$ cat src/rtl/day10_one_bit_comparator.sv
// Single-bit magnitude comparator with optionally registered one-hot result
// and per-outcome saturating event counters.
module day10_one_bit_comparator #(
  parameter int unsigned CNT_W   = 8,
  parameter bit          REG_OUT = 1'b1
) (
  input  logic             clk,
  input  logic             rst,
  input  logic             a,
  input  logic             b,
  input  logic             in_valid,
  output logic             g,
  output logic             e,
  output logic             s,
  output logic             out_valid,
  output logic [CNT_W-1:0] gt_cnt,
  output logic [CNT_W-1:0] eq_cnt,
  output logic [CNT_W-1:0] lt_cnt
);

  localparam logic [CNT_W-1:0] CntMax = {CNT_W{1'b1}};

  logic gt_c, eq_c, lt_c;
  logic [CNT_W-1:0] gt_cnt_q, gt_cnt_d;
  logic [CNT_W-1:0] eq_cnt_q, eq_cnt_d;
  logic [CNT_W-1:0] lt_cnt_q, lt_cnt_d;

  always_comb begin
    gt_c = a & ~b;
    eq_c = ~(a ^ b);
    lt_c = ~a & b;
  end

  // Only the counter matching this sample's outcome moves; saturated counters hold.
  always_comb begin
    gt_cnt_d = gt_cnt_q;
    eq_cnt_d = eq_cnt_q;
    lt_cnt_d = lt_cnt_q;
    if (in_valid) begin
      if (gt_c && gt_cnt_q != CntMax) gt_cnt_d = gt_cnt_q + 1'b1;
      if (eq_c && eq_cnt_q != CntMax) eq_cnt_d = eq_cnt_q + 1'b1;
      if (lt_c && lt_cnt_q != CntMax) lt_cnt_d = lt_cnt_q + 1'b1;
    end
  end

  always_ff @(posedge clk) begin
    if (rst) begin
      gt_cnt_q <= '0;
      eq_cnt_q <= '0;
      lt_cnt_q <= '0;
    end else begin
      gt_cnt_q <= gt_cnt_d;
      eq_cnt_q <= eq_cnt_d;
      lt_cnt_q <= lt_cnt_d;
    end
  end

  assign gt_cnt = gt_cnt_q;
  assign eq_cnt = eq_cnt_q;
  assign lt_cnt = lt_cnt_q;

  if (REG_OUT) begin : g_reg_out
    logic g_q, e_q, s_q, valid_q;

    // Result tracks a/b every cycle; in_valid only qualifies it.
    always_ff @(posedge clk) begin
      if (rst) begin
        g_q     <= 1'b0;
        e_q     <= 1'b0;
        s_q     <= 1'b0;
        valid_q <= 1'b0;
      end else begin
        g_q     <= gt_c;
        e_q     <= eq_c;
        s_q     <= lt_c;
        valid_q <= in_valid;
      end
    end

    assign g         = g_q;
    assign e         = e_q;
    assign s         = s_q;
    assign out_valid = valid_q;
  end else begin : g_comb_out
    assign g         = gt_c;
    assign e         = eq_c;
    assign s         = lt_c;
    assign out_valid = in_valid & ~rst;
  end

endmodule

$ cat config.mk
export PLATFORM = sky130hd
export DESIGN_NAME = day10_one_bit_comparator
export DESIGN_NICKNAME = d
export VERILOG_FILES = /design/src/rtl/day10_one_bit_comparator.sv
export SDC_FILE = /design/constraint.sdc
export NUM_CORES = 1
export LEC_CHECK = 0
export CORE_AREA = 3 3 46 80
export CTS_CLUSTER_DIAMETER = 80
export DETAILED_ROUTE_END_ITERATION = 10
export DIE_AREA = 0 0 49 83
export PLACE_DENSITY = 0.77
export SYNTH_ARGS = -nofsm -noshare
export SYNTH_HDL_FRONTEND = slang
export SYNTH_SLANG_ARGS = --single-unit
$ cat constraint.sdc
create_clock -name clk -period 1.5 [get_ports clk]
set_input_delay 0.15 -clock clk [delete_from_list [all_inputs] [get_ports clk]]
set_output_delay 0.15 -clock clk [all_outputs]
set_load 0.005 [all_outputs]
---- After elaboration in Yosys (flattened, before gate mapping) ----
Index checks and enable logic that the tools add are counted.
cells by class
  $add $sub $neg .......................... 3
  equality and inequality tests ........... 3
  bitwise gates (word level) .............. 6
  reductions and logical operators ........ 6
operators with widths
  kind                                                           number
  8-bit by 1-bit adder with 8-bit output, second input constant  3
  8-bit inequality test, second input constant                   3
  2-bit AND reduction                                            3
  1-bit logical AND                                              3
  1-bit inverter                                                 3
  1-bit bitwise AND                                              2
  1-bit XOR                                                      1
word-level totals
  register bits ........................... 28
  bits of input ports ..................... 5
  output and inout bits ................... 28
  word-level logic and storage cells ...... 25

---- Longest topological paths before layout ----
Gate-level depths: netlist of the first run.
  depth after elaboration ................. 4
  mapped depth ............................ 6

---- Worst setup path before layout of the first run ----
Ideal clock, no wire load.
  path type ............................... register to register
  start ................................... register eq_cnt_q[0], in the netlist eq_cnt[0]
  end ..................................... register eq_cnt_q[5], in the netlist eq_cnt[5]
  setup time .............................. 0.071 ns
  arrival ................................. 1.550 ns
  required time ........................... 1.429 ns
  slack ................................... -0.121 ns
  stages on the path, launching flop included .. 6
  buffers on the path ..................... 0
  clock period less this slack ............ 1.621 ns
  cells stage by stage .................... dfxtp_1 > ha_1 > and3_4 > a21o_4 > or4_1 > a21oi_1
between the ends
  cells in the longest elaborated chain, start to end .. 3
  elaborated cells between the ends (all ways) .. 4
  those cells by class .................... 1 x add/sub; 1 x eq/ne; 2 x reduce/logical
RTL lines
  what                                                                            line  text
  from (decl)                                                                     25    logic [CNT_W-1:0] eq_cnt_q, eq_cnt_d;
  from (signal assigned)                                                          53    eq_cnt_q <= eq_cnt_d;
  branches (longest 3 deep; another with 8-bit by 1-bit adder with 8-bit output)  n/a
Several ways; the timed one is not identified.
A chain may end at the register's enable or synchronous reset.

---- Final worst setup path of the first run ----
  start ................................... register eq_cnt_q[1], in the netlist eq_cnt[1]
  end ..................................... register eq_cnt_q[5], in the netlist eq_cnt[5]
Same word-level chain as after synthesis.

==> flow_summary_export.csv, run 1 <==
group,metric,value,unit
timing,grt_setup_unrepaired,"true",
critical_path,slowest_delay,480,ps
die,dieArea,4067,um^2
clock_tree,clkSinkCount,28,
clock_tree,clk_path_buf_depth,2,
logic_synthesis,synthesis.instances,142,
pwr,p_clk_share,29.8,%
global_routing,grt_first_pass_wirelength,5478,um
logic_synthesis,synth.avg_cell_area,9.331,um^2
routing,avgRoutedWirePerCell,13.72,um
die,start_util,42.17,%
pwr,p_total,1309,uW
final_layout,layout_common_cells,"30 x clkdlybuf4s50_1, 29 x buf_4, 22 x dfxtp_1, 19 x nor2_1, 12 x xnor2_1",
final_layout,fillers,245,
global_routing,gr-total-overflow,0,
timing,fin_ws,-44.68,ps
logic_synthesis,syn_area,1325,um^2
routing,first_pass_iters,5,
final_layout,final_common_cell,"clkdlybuf4s50_1",
global_routing,grt_start_max_net_pins,15,
logic_synthesis,synth-edff-count,0,
critical_path,worstPathCellList,"ha_4 > and3_4 > a21o_4 > or4_4 > a21oi_2",
placement,hpwl,2540,um
routing,antenna_left,0,
placement,port_buffers,32,
pwr,switchingPower,286.8,uW
timing,setup_viol,2,
critical_path,cp-end-kind,"register",
clock_tree,path_clk_slew,90,ps
global_routing,antenna_found_initial,0,
outcome,violations,"setup timing",
worst_hold_path,worstHoldPathType,"in2reg",
clock_tree,cts_buffers,3,
placement,gp_congestion,0.7468,
clock_tree,h-tree-depth,1,
timing,clock.fmax,0.6474,GHz
logic_synthesis,synthFlopType,"dfxtp_1",
global_routing,track_usage,16.73,%
critical_path,path_max_fanout,3,
timing,slew_headroom,76.66,%
final_layout,antennaDiodeCount,0,
clock_tree,clock_latency,270,ps
critical_path,required,1710,ps
pwr,p_int,1022,uW
die,die_w,49,um
die,rows,27,
logic_synthesis,ys_ff_latch,28,
critical_path,setup.worst_path.class,"reg2reg",
logic_synthesis,yosys_warnings,0,
critical_path,cp-start-kind,"register",
timing,drv_slew,0,
timing,fin_skew,3.724,ps
final_layout,area_delta_synth_final,53.82,%
clock_tree,hold_buffers,0,
die,core,3142,um^2
timing,finalHoldViolCount,0,
flow_run,cap_viol_max_count,0,
timing,final.period_utilization,103.0,%
pwr,power_switching_share,21.91,%
logic_synthesis,synth.distinct_cells,32,
final_layout,drive_gt1_share,30.69,%
logic_synthesis,synth_top_area_cell,"dfxtp_1",
final_layout,fin_area,2038,um^2
clock_tree,root_buffer,"clkbuf_8",
global_routing,grt_pass1_vias,1316,
pwr,powerDensity,642.2,nW/um^2
logic_synthesis,syn-num-nets,152,
pwr,combinationalPowerShare,11.5,%
placement,placed_area,1893,um^2
timing,fin_crit,1545,ps
pwr,ir_worst_vdd,0.6665,mV
pwr,power.share.sequential,58.7,%
timing,worst_pin_slew,345.2,ps
routing,vias,1268,
routing,viasPerCell,5.176,
pwr,leakage,0.0007277,uW
die,ios,33,
final_layout,fin_nets,214,
routing,drc,0,
logic_synthesis,seq_area_frac_synth,42.30,%
critical_path,arrival,1750,ps
critical_path,slowest_stage,"or4_4",
die,die_h,83,um
outcome,status,"finished, violations left",
logic_synthesis,synthTopCellsByArea,"dfxtp_1 42%, xnor2_1 7.9%, nor2_1 5.4%",
logic_synthesis,ys_async_sr_fraction,0,%
clock_tree,cts_tree,"done",
final_layout,utilization,64.87,%
logic_synthesis,yosysTopAreaCellShare,42.30,%
routing,drtIter0Drc,26,
routing,wirelength,3361,um
cell type report:
type                       count  area (um^2)  area share, %
timing repair buffer          61        535.5          26.27
clock buffer                   3        41.29          2.026
multi-input combinational    102        809.5          39.72
tap                           43        53.80          2.640
inverter                       8        30.03          1.473
sequential                    28        568.0          27.87
stage by stage:
stage | cells | worst slack [ps] | setup TNS (ps) | hold WS, ps
2_1_floorplan | 142 | -64.44 | -64.44 | 278.2
3_3_place_gp | 240 | -398.8 | -4854 | 475.7
3_5_place_dp | 240 | -476.8 | -6029 | 480.6
4_1_cts | 243 | -60.83 | -60.83 | 425.4
5_1_grt | 245 | -66.11 | -160.1 | 447.8
6_report | 245 | -44.68 | -88.00 | 449.2
final timing paths:
check	startpoint	end	slack, ps	depth (start not counted)
max	eq_cnt[1]	eq_cnt[5]	-40	5
min reg2reg	lt_cnt[6]	lt_cnt[6]	490	2
min	b	e	450	3
max reg2reg	eq_cnt[1]	eq_cnt[5]	-40	5
layer usage:
| metal | up-vias | part of all wire [%] | track usage, % |
|---|---|---|---|
| li1 | 618 | - | - |
| met1 | 613 | 38 | 14.91 |
| met2 | 32 | 57 | 33.83 |
| met3 | 5 | 3.3 | 3.232 |
| met4 | 0 | 1.2 | 7.772 |
| met5 | - | 0 | 0 |
sequential cells by signal (all words and copies together) (netlist names):
register,cells
lt_cnt,8
gt_cnt,8
eq_cnt,8
g,1
out_valid,1
e,1
s,1
cells in the mapped netlist (2+ instances only):
cell type and number:
nor2_1 19, xnor2_1 12, o41ai_1 2, and2_1 2
and3_1 2, nor4b_1 2, mux2i_1 3, nor2b_1 4
and4_1 2, dfxtp_1 28, or4_1 4, a21oi_1 10
o31ai_1 2, a211oi_1 4, nand2b_1 3, nand3_1 4
a31o_2 3, clkbuf_1 3, ha_1 5, inv_1 8
nand2_1 9
power groups by stage:
stage          Combinational, uW  Sequential (uW)  Clock (uW)
2_1_floorplan               53.3              786           0
3_3_place_gp                 135              780           0
3_5_place_dp                 142              781           0
4_1_cts                      147              767         403
5_1_grt                      164              769         434
6_report                     151              768         390
what timing repair did:
item                       4_1_cts  5_1_grt
setup buffers                    0        2
pin swaps                        3        5
resized for setup               10       15
setup endpoints to repair        8       14
worst max-delay path: cells and delay by family, from the launching register on:
| kind | cells | cell delay, ps |
|---|---|---|
| flip-flops | 1 | 350 |
| AND/OR/NAND/NOR | 2 | 660 |
| AO/OA/AOI/OAI | 2 | 330 |
| adder cells (fa/ha/maj) | 1 | 150 |
cell families (layout without fill, tap and decap cells):
| logic type | count (synthesis) | in the layout | synth area share, % |
|---|---|---|---|
| muxes | 3 | 3 | 2.266 |
| and+or+nand+nor | 54 | 54 | 21.81 |
| AOI/OAI and AO/OA | 27 | 27 | 16.81 |
| DFF | 28 | 28 | 42.30 |
| adders and majority gates | 5 | 5 | 4.721 |
| buffers and inverters | 12 | 72 | 3.494 |
| xor gates and xnor gates | 13 | 13 | 8.593 |
No activity file was read; power rests on OpenSTA's default activity.
==> inputs of run 2 (changes only) <==
Settings changed: CORE_AREA 3 3 46 80 to 3 3 43 75, DIE_AREA 0 0 49 83 to 0 0 46 78, DONT_BUFFER_PORTS from default to 1, PLACE_DENSITY 0.77 to 0.7.
==> run 2 against run 1 <==
Net effect:
- the run ends with hold timing, setup timing left
- via count decreased by 10%
- global-route usage up 1.6 points
- critical path type unchanged
- highest routed layer unchanged
- critical path depth stayed put
- core utilization decreased by 0.55 points
==> flow_summary_export.csv, run 2 (synthesis results as in run 1) <==
group,metric,value,unit
critical_path,cp-end-kind,"register",
global_routing,gr-total-overflow,0,
final_layout,drive_gt1_share,33.14,%
placement,placed_area,1568,um^2
worst_hold_path,worstHoldPathType,"in2reg",
die,die_w,46,um
die,rows,25,
timing,setup_tns,-20.06,ps
timing,fin_hold_ws,-64.31,ps
flow_run,cap_viol_max_count,0,
die,die_h,78,um
final_layout,antennaDiodeCount,0,
global_routing,grt_pass1_vias,1215,
routing,drc,0,
final_layout,area_delta_synth_final,30.59,%
clock_tree,post_cts_buffers,0,
pwr,ir_worst_vdd,0.7762,mV
final_layout,final_common_cell,"buf_4",
placement,post-place-ws,-57.55,ps
timing,grt_setup_unrepaired,"true",
routing,drtIter0Drc,10,
timing,final.period_utilization,101.3,%
die,ios,33,
clock_tree,clk_path_buf_depth,2,
critical_path,cp-start-kind,"register",
die,core,2690,um^2
critical_path,slowest_stage,"or4_1",
placement,gp_congestion,0.7457,
timing,slew_headroom,76.47,%
clock_tree,hold_buffers,4,
outcome,status,"finished, violations left",
clock_tree,clock_latency,270,ps
critical_path,setup.worst_path.class,"reg2reg",
critical_path,worstPathCellList,"ha_4 > and3_4 > a21o_4 > or4_1 > a21oi_1",
timing,finalHoldViolCount,21,
critical_path,r2r_slack,-20,ps
outcome,violations,"hold timing, setup timing",
clock_tree,clkSinkCount,28,
global_routing,track_usage,18.37,%
pwr,powerDensity,831.5,nW/um^2
die,start_util,49.26,%
global_routing,antenna_found_initial,0,
clock_tree,path_clk_slew,90,ps
timing,drv_slew,0,
clock_tree,h-tree-depth,1,
routing,avgRoutedWirePerCell,14.71,um
clock_tree,cts_tree,"done",
pwr,leakage,0.0006486,uW
timing,fin_skew,5.528,ps
critical_path,arrival,1730,ps
routing,wirelength,2971,um
final_layout,fin_nets,186,
clock_tree,root_buffer,"clkbuf_8",
global_routing,grt_first_pass_wirelength,5057,um
critical_path,slowest_delay,460,ps
routing,viasPerCell,5.639,
timing,fin_crit,1520,ps
timing,fin_ws,-20.06,ps
critical_path,required,1710,ps
clock_tree,cts_buffers,3,
placement,hpwl,2307,um
timing,worst_pin_slew,348.3,ps
critical_path,path_max_fanout,4,
routing,first_pass_iters,3,
routing,vias,1139,
timing,clock.fmax,0.6579,GHz
final_layout,fin_area,1730,um^2
placement,port_buffers,0,
die,dieArea,3588,um^2
final_layout,layout_common_cells,"29 x buf_4, 24 x dfxtp_1, 19 x nor2_1, 12 x xnor2_1, 9 x a21oi_1",
global_routing,grt_start_max_net_pins,32,
routing,antenna_left,0,
timing,setup_viol,1,
[run 2: layout make-up]
cell class	instances	area [um^2]
fillers	241	959.7
inverters	8	30.03
repair buffers	33	257.7
well taps	27	33.78
flip-flops and latches	28	565.5
clock buffers	3	41.29
clock inverters	1	30.03
multi-input cells	102	772.0
[run 2: worst paths after layout]
kind,from,cells past startpoint,endpoint
worst max register to register,eq_cnt[1],5,eq_cnt[5]
worst min register to register,eq_cnt[2],2,eq_cnt[2]
worst min-delay path,rst,1,eq_cnt[2]
worst max-delay path,eq_cnt[1],5,eq_cnt[5]
[run 2: power breakdown]
group,internal [uW],switching (uW)
Sequential,759,9.65
Clock,357,223
Combinational,51.2,39.8
[run 2: through the flow]
step	power [uW]	hold WS [ps]	instances	utilization [%]
2_1_floorplan	839.7	278.2	142	-
6_report	1439	-64.31	202	64.33
4_1_cts	1456	-70.91	202	62.93
3_3_place_gp	861.3	224.4	194	58.28
5_1_grt	1499	-83.77	202	64.33
3_5_place_dp	865.2	226.9	194	58.28
[run 2: what timing repair did]
item,4_1_cts,5_1_grt
endpoints found under the setup margin,3,14
hold endpoints to repair,25,21
gates resized for setup,4,12
pin swaps,2,3
[run 2: worst max-delay path, delay by kind of cell (launching register included)]
| kind | cells | cell delay, ps |
|---|---|---|
| DFF | 1 | 340 |
| and+or+nand+nor | 2 | 630 |
| adders and majority gates | 1 | 160 |
| AOI/OAI and AO/OA | 2 | 330 |
[run 2: layer usage]
| layer | global-route usage [%] | vias up | share of wire (%) |
|---|---|---|---|
| met5 | 0 | - | 0 |
| met4 | 5.128 | 0 | 0.98 |
| met3 | 3.944 | 4 | 4.9 |
| met2 | 36.33 | 22 | 59 |
| met1 | 16.74 | 548 | 35 |
| li1 | - | 565 | - |
==> inputs of run 3 (changes only) <==
Settings changed: CAP_MARGIN from default to 40, CORE_AREA 3 3 43 75 to 3 3 62 53, DIE_AREA 0 0 46 78 to 0 0 65 56, HOLD_SLACK_MARGIN from default to 0.05.
==> run 3 against run 2 <==
Net effect:
- the run still ends with hold timing, setup timing left
- clock skew is essentially flat
- non-clock buffer count down 5
- clock power shrank 47%
- wire length up 7.1%
- maximum frequency shrank 0.71%
- sequential share of layout area grew 0.68 points
- critical path type unchanged
==> flow_summary_export.csv, run 3 (synthesis results as in run 1) <==
group,metric,value,unit
die,core,2701,um^2
outcome,violations,"hold timing, setup timing",
critical_path,worstPathCellList,"ha_4 > and3_4 > a21o_4 > or4_1 > a21oi_1",
clock_tree,root_buffer,"clkbuf_4",
die,dieArea,3640,um^2
critical_path,ff2ff_path_depth,5,
timing,setup_viol,1,
final_layout,layout_common_cells,"24 x buf_4, 22 x dfxtp_1, 19 x nor2_1, 12 x xnor2_1, 9 x nand2_1",
global_routing,grt_first_pass_wirelength,5168,um
die,ios,33,
timing,finalHoldViolCount,21,
clock_tree,path_clk_slew,140,ps
critical_path,cp-endpoint,"eq_cnt[5]",
routing,vias,1136,
timing,worst_pin_slew,452.2,ps
timing,grt_setup_unrepaired,"true",
critical_path,arrival,1800,ps
placement,gp_congestion,0.8004,
routing,drc,0,
global_routing,antenna_found_initial,0,
final_layout,drive_gt1_share,33.73,%
routing,drtIter0Drc,88,
timing,fin_ws,-30.90,ps
clock_tree,cts_buffers,3,
critical_path,cp-startpoint,"eq_cnt[0]",
outcome,status,"finished, violations left",
critical_path,r2r-start,"eq_cnt[0]",
placement,hpwl,2170,um
die,die_h,56,um
pwr,p_total,1170,uW
routing,avgRoutedWirePerCell,15.37,um
clock_tree,clock_latency,330,ps
global_routing,grt_start_max_net_pins,32,
routing,wirelength,3181,um
final_layout,antennaDiodeCount,0,
critical_path,slowest_delay,470,ps
worst_hold_path,worstHoldPathType,"in2reg",
clock_tree,clk_path_buf_depth,2,
critical_path,required,1770,ps
pwr,ir_worst_vdd,0.5813,mV
timing,clock.fmax,0.6532,GHz
placement,port_buffers,0,
die,rows,17,
pwr,powerDensity,686.9,nW/um^2
critical_path,cp-end-kind,"register",
critical_path,cp-start-kind,"register",
final_layout,fin_area,1703,um^2
critical_path,r2r_end,"eq_cnt[5]",
flow_run,cap_viol_max_count,0,
global_routing,grt_use_met1,23.15,%
clock_tree,cts_tree,"done",
timing,fin_crit,1531,ps
global_routing,use_met3,6.869,%
final_layout,final_common_cell,"buf_4",
pwr,leakage,0.0006050,uW
final_layout,regArea,568.0,um^2
global_routing,grt_use_met2,27.55,%
global_routing,grt-busiest-layer,"met2",
critical_path,slowest_stage,"or4_1",
clock_tree,hold_buffers,4,
die,start_util,49.05,%
routing,antenna_left,0,
final_layout,fillers,253,
global_routing,grt_pass1_vias,1113,
critical_path,setup.worst_path.class,"reg2reg",
critical_path,path_max_fanout,4,
routing,viasPerCell,5.488,
timing,fin_skew,5.917,ps
timing,fin_hold_ws,-138.6,ps
final_layout,fin_nets,181,
timing,slew_headroom,69.78,%
global_routing,track_usage,17.71,%
timing,drv_slew,0,
timing,final.period_utilization,102.1,%
placement,placed_area,1536,um^2
final_layout,multiInputGateArea,814.5,um^2
clock_tree,h-tree-depth,1,
global_routing,gr-total-overflow,0,
routing,first_pass_iters,4,
critical_path,r2r_slack,-30,ps
die,die_w,65,um
final_layout,area_delta_synth_final,28.52,%
clock_tree,clkSinkCount,28,
-- run 3: layout make-up --
type | instances | share of cell area (%)
Inverter | 8 | 1.763
Timing Repair Buffer | 28 | 12.93
Clock buffer | 3 | 1.323
Tap cell | 38 | 2.792
Multi-Input combinational cell | 102 | 47.83
Sequential cell | 28 | 33.36
-- run 3: power by group --
group          total, uW  switching, uW  internal, uW
clock network        309            215          94.5
logic               90.6           44.0          46.7
registers            770           10.0           760
total               1170            269           901
-- run 3: metrics by stage --
step	worst slack [ps]	setup TNS, ps	utilization, %	instances
floorplan	-64.44	-64.44	-	142
global placement	-17.20	-17.20	56.88	199
detailed placement	-59.95	-75.28	56.88	199
CTS	-24.87	-24.87	59.94	206
global route	-80.64	-199.9	63.04	207
finish	-30.90	-30.90	63.04	207
-- run 3: timing repair --
action,in CTS,in global routing
setup endpoints to repair,6,16
setup buffers,0,1
pin swaps,3,3
endpoints found under the hold margin,25,21
resized for setup,4,21
-- run 3: critical path: cells and delay by family (launching register included) --
kind / cells / cell delay [ps]
AND/OR/NAND/NOR: 2 / 620
flip-flops: 1 / 370
AO/OA/AOI/OAI: 2 / 330
adder cells (fa/ha/maj): 1 / 160
-- run 3: worst min-delay path by stage --
| stage | start | end | slack [ps] | cells past startpoint |
|---|---|---|---|---|
| 2_1_floorplan | in_valid | out_valid | 280 | 1 |
| 3_3_place_gp | rst | lt_cnt[6] | 220 | 1 |
| 3_5_place_dp | rst | eq_cnt[5] | 230 | 1 |
| 4_1_cts | rst | eq_cnt[1] | -140 | 1 |
| 5_1_grt | rst | eq_cnt[6] | -160 | 1 |
| 6_report | rst | lt_cnt[1] | -140 | 1 |
-- run 3: metal layers --
| metal | vias to the layer above | share of wire, % |
|---|---|---|
| met5 | - | 0 |
| met4 | 0 | 0.91 |
| met3 | 4 | 6.5 |
| met2 | 29 | 49 |
| met1 | 550 | 43 |
| li1 | 553 | - |
==> edit (flow settings as in run 2) <==
Set the parameter `CNT_W` to 6 (it was 8).
--- a/src/rtl/day10_one_bit_comparator.sv
+++ b/src/rtl/day10_one_bit_comparator.sv
@@ -1,7 +1,7 @@
 // Single-bit magnitude comparator with optionally registered one-hot result
 // and per-outcome saturating event counters.
 module day10_one_bit_comparator #(
-  parameter int unsigned CNT_W   = 8,
+  parameter int unsigned CNT_W   = 6,
   parameter bit          REG_OUT = 1'b1
 ) (
   input  logic             clk,
Ports: changed (resized eq_cnt, gt_cnt and lt_cnt); port bits go from 33 to 27. The function was not compared with the original's and may differ.
==> edit against run 2 <==
Synthesized area decreased by 21%. Setup slack better by 0.13 ns. Sequential cell count fell by 6. Power shrank 29%. Synthesized cell count down 27%. Final cell count shrank 34%. Wire length fell by 32%. Core utilization fell by 22 points. Sequential power shrank 20%. Critical path depth stayed put. Combinational power shrank 27%. Final area shrank 34%. Highest routed layer unchanged.
==> edit: results (changes against run 2) <==
metric,value,unit,change
share of cells above drive strength 1,0.170,,-0.162
dpl ws,0.157,ns,+0.215 ns
Ys Warns,0,,unchanged
post-detail-place hpwl,1520,um,-34%
via count,764,,-33%
synth unique cells,32,,unchanged
Hold Path Class,input pin to flip-flop,,
ranking of synthesized cells by area,"dfxtp_1 (42%), ha_1 (6.0%), nor2_1 (5.0%)",,
Commonest cells post-synth,"dfxtp_1 (22), nor2_1 (14), xor2_1 (6)",,
Leak,0.444,nW,-32%
post-synthesis sequential area ratio,0.420,,-0.00299
H-tree levels,1,,unchanged
R2R depth,5,,unchanged
Layout Skew,0.00126,ns,-0.00427 ns
initial antenna violation count,0,,unchanged
Slew HR,0.499,,-0.266
Initial DRT Pass Iterations,4,,+1
number of routed nets with antenna violations,0,,unchanged
Worst-path clk slew,0.07,ns,-0.02 ns
Final nets,118,,-37%
clk_lat worst skew,0.25,ns,-0.02 ns
M3 GR Usage,0.0348,,-0.00464
met2 Track Usage GR,0.236,,-0.127
n_diodes,0,,unchanged
final WL,2020,um,-32%
GR Layer Usage met1,0.114,,-0.0536
flop-to-flop setup slack,0.11,ns,+0.13 ns
Root Driver,clkbuf_8,,
hold path depth,1,,unchanged
Max clock buf depth,2,,unchanged
drt first-iter violations,23,,+13
GP Congestion,0.751,,+0.67%
Power Total,1.03,mW,-29%
Crit Path Max Fanout,4,,unchanged
GRT Overall Usage,0.128,,-0.0556
Max IR drop VDD,0.380,mV,-51%
"Cell Area, Placed",1070,um^2,-32%
syn_nets,114,,-25%
TritonCTS buffer count,3,,unchanged
largest net degree at the start of global routing,22,,-31%
first-pass GRT wire length,3420,um,-32%
period utilization,0.928,,-0.0855
vias in the first global route,790,,-35%
most used flip-flop cell after synthesis,dfxtp_1,,
ys async rst share,0,,unchanged
status,"finished, final reports clean",,
CP arrival,1.51,ns,-0.22 ns
port bufs,0,,unchanged
-- edit: critical path: stages (launching register included) --
cell	delay (ns)
dfxtp_1	0.41
ha_1	0.24
and3_4	0.22
a31o_4	0.16
mux2i_1	0.17
nor2_1	0.05
-- edit: area by class of cell --
cell class	count	area, um^2
repair buffers	2	17.5
clock buffers	3	41.3
fillers	264	1560
flip-flops and latches	22	440
multi-input cells	77	593
inverters	2	7.51
well taps	27	33.8
-- edit: cell families after synthesis --
| family | share of synthesized area |
|---|---|
| and+or+nand+nor | 0.237 |
| DFF | 0.420 |
| adders and majority gates | 0.0597 |
| buffers and inverters | 0.0251 |
| muxes | 0.0382 |
| xor gates and xnor gates | 0.0501 |
| AOI/OAI and AO/OA | 0.169 |
-- edit: through the flow --
stage / hold slack, ns / std cells
after CTS: 0.0169 / 133
after global routing: 0.0282 / 133
after global placement: 0.225 / 129
final: 0.0248 / 133
after floorplan: 0.222 / 104
after detailed placement: 0.226 / 129
-- edit: routing by layer --
metal  routed length [um]  vias up
li1                     -      380
met1                  660      360
met2                 1170       20
met3                  145        4
met4                   41        0
met5                    0        -
-- edit: worst paths after layout --
check	from	endpoint
hold / removal	in_valid	out_valid$_SDFF_PP0_
hold reg to reg	eq_cnt[3]$_SDFFE_PP0P_	eq_cnt[3]$_SDFFE_PP0P_
setup / recovery	eq_cnt[1]$_SDFFE_PP0P_	eq_cnt[1]$_SDFFE_PP0P_
setup reg to reg	eq_cnt[1]$_SDFFE_PP0P_	eq_cnt[1]$_SDFFE_PP0P_
-- edit: repair_timing --
| item | CTS | global route |
|---|---|---|
| hold endpoints to repair | 21 | 0 |
| gates resized for setup | 0 | 3 |
| endpoints found under the setup margin | 0 | 2 |
| hold buffers | 1 | 0 |
| buffers inserted | 0 | 0 |
-- edit: report_power, final --
| group | total [mW] | switching [mW] | leakage, nW | internal (mW) |
|---|---|---|---|---|
| logic | 0.0664 | 0.0357 | 0.244 | 0.0308 |
| registers | 0.611 | 0.0128 | 0.179 | 0.598 |
| clock network | 0.349 | 0.170 | 0.0216 | 0.179 |
| total | 1.03 | 0.218 | 0.444 | 0.808 |
